$ cat config.mk
export PLATFORM = sky130hd
export DESIGN_NAME = mem_stage_mc
export DESIGN_NICKNAME = d
export VERILOG_FILES = /design/src/rtl/mem_stage_mc_pkg.sv /design/src/rtl/mem_stage_mc_load_align.sv /design/src/rtl/mem_stage_mc.sv
export SDC_FILE = /design/constraint.sdc
export NUM_CORES = 1
export LEC_CHECK = 0
export CORE_AREA = 2 2 129 131
export DETAILED_ROUTE_END_ITERATION = 7
export DIE_AREA = 0 0 131 133
export PLACE_DENSITY = 0.82
export SYNTH_ARGS = -nofsm -noshare
export SYNTH_HDL_FRONTEND = slang
export SYNTH_SLANG_ARGS = --single-unit
$ cat constraint.sdc
create_clock -name clk -period 3.1 [get_ports clk]
set_input_delay 0.93 -clock clk [delete_from_list [all_inputs] [get_ports clk]]
set_output_delay 0.93 -clock clk [all_outputs]
set_load 0.01 [all_outputs]
$ cat src/rtl/mem_stage_mc_pkg.sv
// mem_stage_mc_pkg: load/store encodings, FSM states and the request record shared by the memory stage.
package mem_stage_mc_pkg;
    localparam int XLEN_MAX = 64;
    localparam int ADDR_MAX = 64;
    localparam int MW_MAX = 8;
    localparam logic [2:0] load_f3_lb = 3'd0;
    localparam logic [2:0] load_f3_lh = 3'd1;
    localparam logic [2:0] load_f3_lw = 3'd2;
    localparam logic [2:0] load_f3_ld = 3'd3;
    localparam logic [2:0] load_f3_lbu = 3'd4;
    localparam logic [2:0] load_f3_lhu = 3'd5;
    localparam logic [2:0] load_f3_lwu = 3'd6;
    localparam logic [2:0] store_f3_sd = 3'd3;

    typedef enum logic [1:0] {IDLE, BUSY, DONE} mem_fsm_t;

    typedef struct packed {
        logic [ADDR_MAX-1:0] addr;
        logic [MW_MAX-1:0]   rmask;
        logic [MW_MAX-1:0]   wmask;
        logic [XLEN_MAX-1:0] wdata;
        logic [2:0]          funct3;
        logic                fault;
    } mem_req_t;

    function automatic logic access_fault(input logic re, input logic we, input logic is64,
                                          input logic [2:0] f3, input logic [2:0] off);
        logic misaligned;
        logic bad_f3;
        misaligned = f3[1:0] == 2'd1 ? off[0] : f3[1:0] == 2'd2 ? |off[1:0] : f3[1:0] == 2'd3 ? |off : 1'b0;
        bad_f3 = re ? (f3 == 3'd7 || (!is64 && (f3 == load_f3_ld || f3 == load_f3_lwu)))
                    : (f3[2] || (!is64 && f3 == store_f3_sd));
        return (re && we) || bad_f3 || misaligned;
    endfunction
endpackage

$ cat src/rtl/mem_stage_mc_load_align.sv
// load_align: shifts raw read data down to the addressed byte and extends it per funct3.
module load_align
    import mem_stage_mc_pkg::*;
#(
    parameter int XLEN = 32,
    parameter int OB = $clog2(XLEN / 8)
) (
    input  logic [XLEN-1:0] rdata,
    input  logic [OB-1:0]   off,
    input  logic [2:0]      funct3,
    output logic [XLEN-1:0] result
);
    logic [XLEN-1:0] sh;
    assign sh = rdata >> {off, 3'b000};
    assign result = funct3 == load_f3_lb  ? XLEN'($signed(sh[7:0]))
                  : funct3 == load_f3_lh  ? XLEN'($signed(sh[15:0]))
                  : funct3 == load_f3_lw  ? XLEN'($signed(sh[31:0]))
                  : funct3 == load_f3_lbu ? XLEN'(sh[7:0])
                  : funct3 == load_f3_lhu ? XLEN'(sh[15:0])
                  : funct3 == load_f3_lwu ? XLEN'(sh[31:0])
                  : sh;
endmodule

$ cat src/rtl/mem_stage_mc.sv
// mem_stage_mc: pipeline memory stage with alignment checks, byte-lane steering and a
// variable-latency dmem handshake that stalls upstream while an access is in flight.
module mem_stage_mc
    import mem_stage_mc_pkg::*;
#(
    parameter int XLEN = 32,
    parameter int ADDR_W = 32
) (
    input  logic              clk,
    input  logic              rst,
    input  logic              req_valid,
    input  logic              req_re,
    input  logic              req_we,
    input  logic [2:0]        req_funct3,
    input  logic [ADDR_W-1:0] req_addr,
    input  logic [XLEN-1:0]   req_wdata,
    output logic              stall,
    output logic [ADDR_W-1:0] dmem_addr,
    output logic [XLEN/8-1:0] dmem_rmask,
    output logic [XLEN/8-1:0] dmem_wmask,
    output logic [XLEN-1:0]   dmem_wdata,
    input  logic [XLEN-1:0]   dmem_rdata,
    input  logic              dmem_resp,
    output logic              out_valid,
    output logic [XLEN-1:0]   out_rdata,
    output logic              out_fault,
    output logic [ADDR_W-1:0] out_addr,
    output logic [XLEN/8-1:0] out_rmask,
    output logic [XLEN/8-1:0] out_wmask,
    output logic [XLEN-1:0]   out_wdata
);
    localparam int MW = XLEN / 8;
    localparam int OB = $clog2(MW);

    mem_fsm_t state, state_nx;
    mem_req_t req_q;
    logic [OB-1:0] off, off_q;
    logic [XLEN-1:0] rdata_q, load_res, wdata_rep;
    logic [MW-1:0] mask;
    logic mem_op, fault, unused_req;

    assign mem_op = req_valid & (req_re | req_we);
    assign off = req_addr[OB-1:0];
    assign fault = access_fault(req_re, req_we, XLEN == 64, req_funct3, 3'(off));
    assign mask = (req_funct3[1:0] == 2'd0 ? MW'(1) : req_funct3[1:0] == 2'd1 ? MW'(3)
                 : req_funct3[1:0] == 2'd2 ? MW'(15) : '1) << off;
    // Replicating the low bytes puts the store data on every lane the mask might select.
    assign wdata_rep = (req_funct3[1:0] == 2'd0 ? {MW{req_wdata[7:0]}}
                      : req_funct3[1:0] == 2'd1 ? {(MW/2){req_wdata[15:0]}}
                      : req_funct3[1:0] == 2'd2 ? {(MW/4){req_wdata[31:0]}}
                      : req_wdata) << {off, 3'b000};

    load_align #(.XLEN(XLEN), .OB(OB)) u_load_align (
        .rdata (dmem_rdata),
        .off   (off_q),
        .funct3(req_q.funct3),
        .result(load_res)
    );

    always_comb begin
        state_nx = IDLE;
        stall = 1'b0;
        if (state == IDLE) begin
            state_nx = mem_op ? (fault ? DONE : BUSY) : IDLE;
            stall = mem_op;
        end else if (state == BUSY) begin
            state_nx = dmem_resp ? DONE : BUSY;
            stall = 1'b1;
        end
    end

    always_ff @(posedge clk) begin
        if (!rst) begin
            state <= IDLE;
            req_q <= '0;
            off_q <= '0;
            rdata_q <= '0;
        end else begin
            state <= state_nx;
            if (state == IDLE && mem_op) begin
                req_q.addr <= ADDR_MAX'({req_addr[ADDR_W-1:OB], OB'(0)});
                req_q.rmask <= MW_MAX'(req_re && !fault ? mask : '0);
                req_q.wmask <= MW_MAX'(req_we && !fault ? mask : '0);
                req_q.wdata <= XLEN_MAX'(wdata_rep);
                req_q.funct3 <= req_funct3;
                req_q.fault <= fault;
                off_q <= off;
                rdata_q <= '0;
            end
            if (state == BUSY && dmem_resp)
                rdata_q <= req_q.rmask != '0 ? load_res : '0;
        end
    end

    assign dmem_addr = req_q.addr[ADDR_W-1:0];
    assign dmem_rmask = state == BUSY ? req_q.rmask[MW-1:0] : '0;
    assign dmem_wmask = state == BUSY ? req_q.wmask[MW-1:0] : '0;
    assign dmem_wdata = req_q.wdata[XLEN-1:0];
    assign out_valid = state == DONE;
    assign out_fault = out_valid & req_q.fault;
    assign out_rdata = rdata_q;
    assign out_addr = req_q.addr[ADDR_W-1:0];
    assign out_rmask = req_q.rmask[MW-1:0];
    assign out_wmask = req_q.wmask[MW-1:0];
    assign out_wdata = req_q.wdata[XLEN-1:0];
    assign unused_req = ^req_q;
endmodule

==> reports/metrics.yaml <==
n_antenna_cell: 0
finalMaxSlewViolations: 0
status: "complete, no violations"
cts_sinks: 110
cts_setup_buffers: 0
coreArea_mm2: 0.01617
die_area_mm2: 0.01742
portBuffers: 279
drtIter0Drc: 366
numCtsBuffers: 9
period_needed_ps: 3011
holdBufCountCts: 0
critPathMaxFanout: 5
synth_seq_cells: 110
rsz0062_at_grt: "false"
worstMarginPinSlew_ps: 929.8
grt_pass1_vias: 5529
clock_latency_ps: 350
drive_gt1_share_pct: 7.440
syn_to_final_growth_pct: 37.64
grt-ovfl-total: 0
total_power_uw: 3504
gp_congestion: 0.9323
initial_core_util_pct: 39.07
synth_compound_area_share_pct: 19.49
die_h_um: 133
peakVddDrop_mv: 0.2574
first_pass_iters: 5
max_freq_mhz: 332.1
nets: 1014
grt_max_degree: 43
fp.dieW_um: 131
synth_top_family_by_area: "buffers and inverters"
antenna_found_initial: 0
finalHoldViolCount: 0
finalSetupViolations: 0
arrival_ps: 2080
maxCapViolations: 0
drt-wirelength-per-cell_um: 16.98
power.density_mw_per_mm2: 402.9
final_common_cell: "clkdlybuf4s50_1"
viasPerCell: 5.143
track_usage_pct: 21.38
row_count: 47
drc: 0
crit_type: "input port to primary output"
io_pins: 284
path_clk_slew_ps: 70
grt_pass1_wl_um: 29280
mostFrequentLayoutCells: "278 x clkdlybuf4s50_1, 131 x nand2_1, 110 x dfxtp_1"
hold_path.class: "flip-flop to flip-flop"
synth-async-reset-ratio_pct: 0
dp_hpwl_um: 14560
clock_skew_ps: 9.733
startpoint_type: "input port"
vias: 5832
clock_path_buffers: 2
endpoint_kind: "primary output"
setup_tns_ps: 0
htreeDepth: 3
p_leak_uw: 0.003167
slew_headroom_pct: 37.54
synthSimpleGateAreaFrac_pct: 16.04
syn_area_per_cell_um2: 8.111
required_ps: 2170
ant_nets: 0
wl_um: 19250
cts_tree: "done"
cts-root-buf: "clkbuf_16"
netlist_area_mm2: 0.006319
synth_edf_count: 0
synth_warnings: 0
synthMuxAreaShare_pct: 9.545
syn_inst: 779
synthAdderAreaFrac_pct: 0
finalCritPeriodShare_pct: 97.14
ys.flop_type: "dfxtp_1"
synth-seq-area-share_pct: 34.85
synthXorXnorAreaFrac_pct: 0
synth_cell_types: 44
-- routing by layer --
layer	wire length [um]	global-route usage (%)
met1	8265	27.61
met2	9130	35.09
met3	1242	3.761
met4	614	8.629
met5	0	0
-- timing repair --
item / 4_1_cts / 5_1_grt
endpoints found under the hold margin: 0 / 0
resized for setup: 1 / 0
setup endpoints to repair: 1 / 0
-- registers in the layout, indices dropped and copies added, names as in the netlist --
| register | cells |
|---|---|
| dmem_wdata | 32 |
| out_rdata | 32 |
| dmem_addr | 30 |
| out_rmask | 4 |
| out_wmask | 4 |
| req_q | 4 |
| off_q | 2 |
| state | 2 |
-- critical path, stage by stage --
cell	delay (ps)
clkdlybuf4s50_1	480
o21a_1	240
nor2_1	90
nor2_1	40
dlygate4sd2_1	300
-- cell usage after synthesis (all sizes together) (5+ instances only) --
master   count  area, um2
nand3       19      95.09
clkbuf      36      135.1
nor2        20      75.07
nand3b       9      71.32
a31oi        9      56.30
buf        155       1111
o21ai       36      180.2
and2        10      62.56
mux2        18      202.7
nand2      132      495.5
a21oi       75      375.4
inv          5      18.77
a2bb2oi      8      70.07
a32o        18      180.2
a211o        7      61.31
a21o        10      75.07
o221ai       9      78.83
a22oi        8      60.06
dfxtp      110       2202
or3          8      50.05
mux2i       40      400.4
nor2b       10      62.56
-- cell type report --
cell class / instances / area, um2
Clock inverter: 6 / 66.31
Multi-Input combinational cell: 476 / 2879
Fill cell: 1505 / 7475
Sequential cell: 110 / 2202
Timing Repair Buffer: 307 / 3027
Clock buffer: 10 / 229.0
Tap cell: 220 / 275.3
Inverter: 5 / 18.77
-- per-stage QoR --
stage	instance area [um2]	utilization, %	setup WS, ps	cells	hold WS [ps]
floorplan	6330	-	814.0	782	445.6
finish	8697	53.78	88.57	1134	460.6
detailed placement	8403	51.96	-198.4	1118	449.1
global placement	8403	51.96	-199.0	1118	438.3
global route	8697	53.78	22.73	1134	491.1
CTS	8697	53.78	81.06	1134	466.6
-- power by group --
group	internal (uW)	switching (uW)
Combinational	430	370
Sequential	1470	56.0
Clock	634	547
Total	2530	973
-- cell families after synthesis --
kind of cell           Yosys count
DFF                            110
buffers and inverters          196
and+or+nand+nor                223
AOI/OAI and AO/OA              191
other                            1
muxes                           58
-- final timing paths --
check / from / to / slack [ps] / depth (start not counted)
worst max-delay path: req_we / stall / 90 / 5
worst min-delay path: out_rdata[8] / out_rdata[8] / 460 / 2
worst max register to register: out_rmask[3] / out_rdata[21] / 1210 / 4
worst min register to register: out_rdata[8] / out_rdata[8] / 460 / 2
No activity file was read; power rests on OpenSTA's default activity.
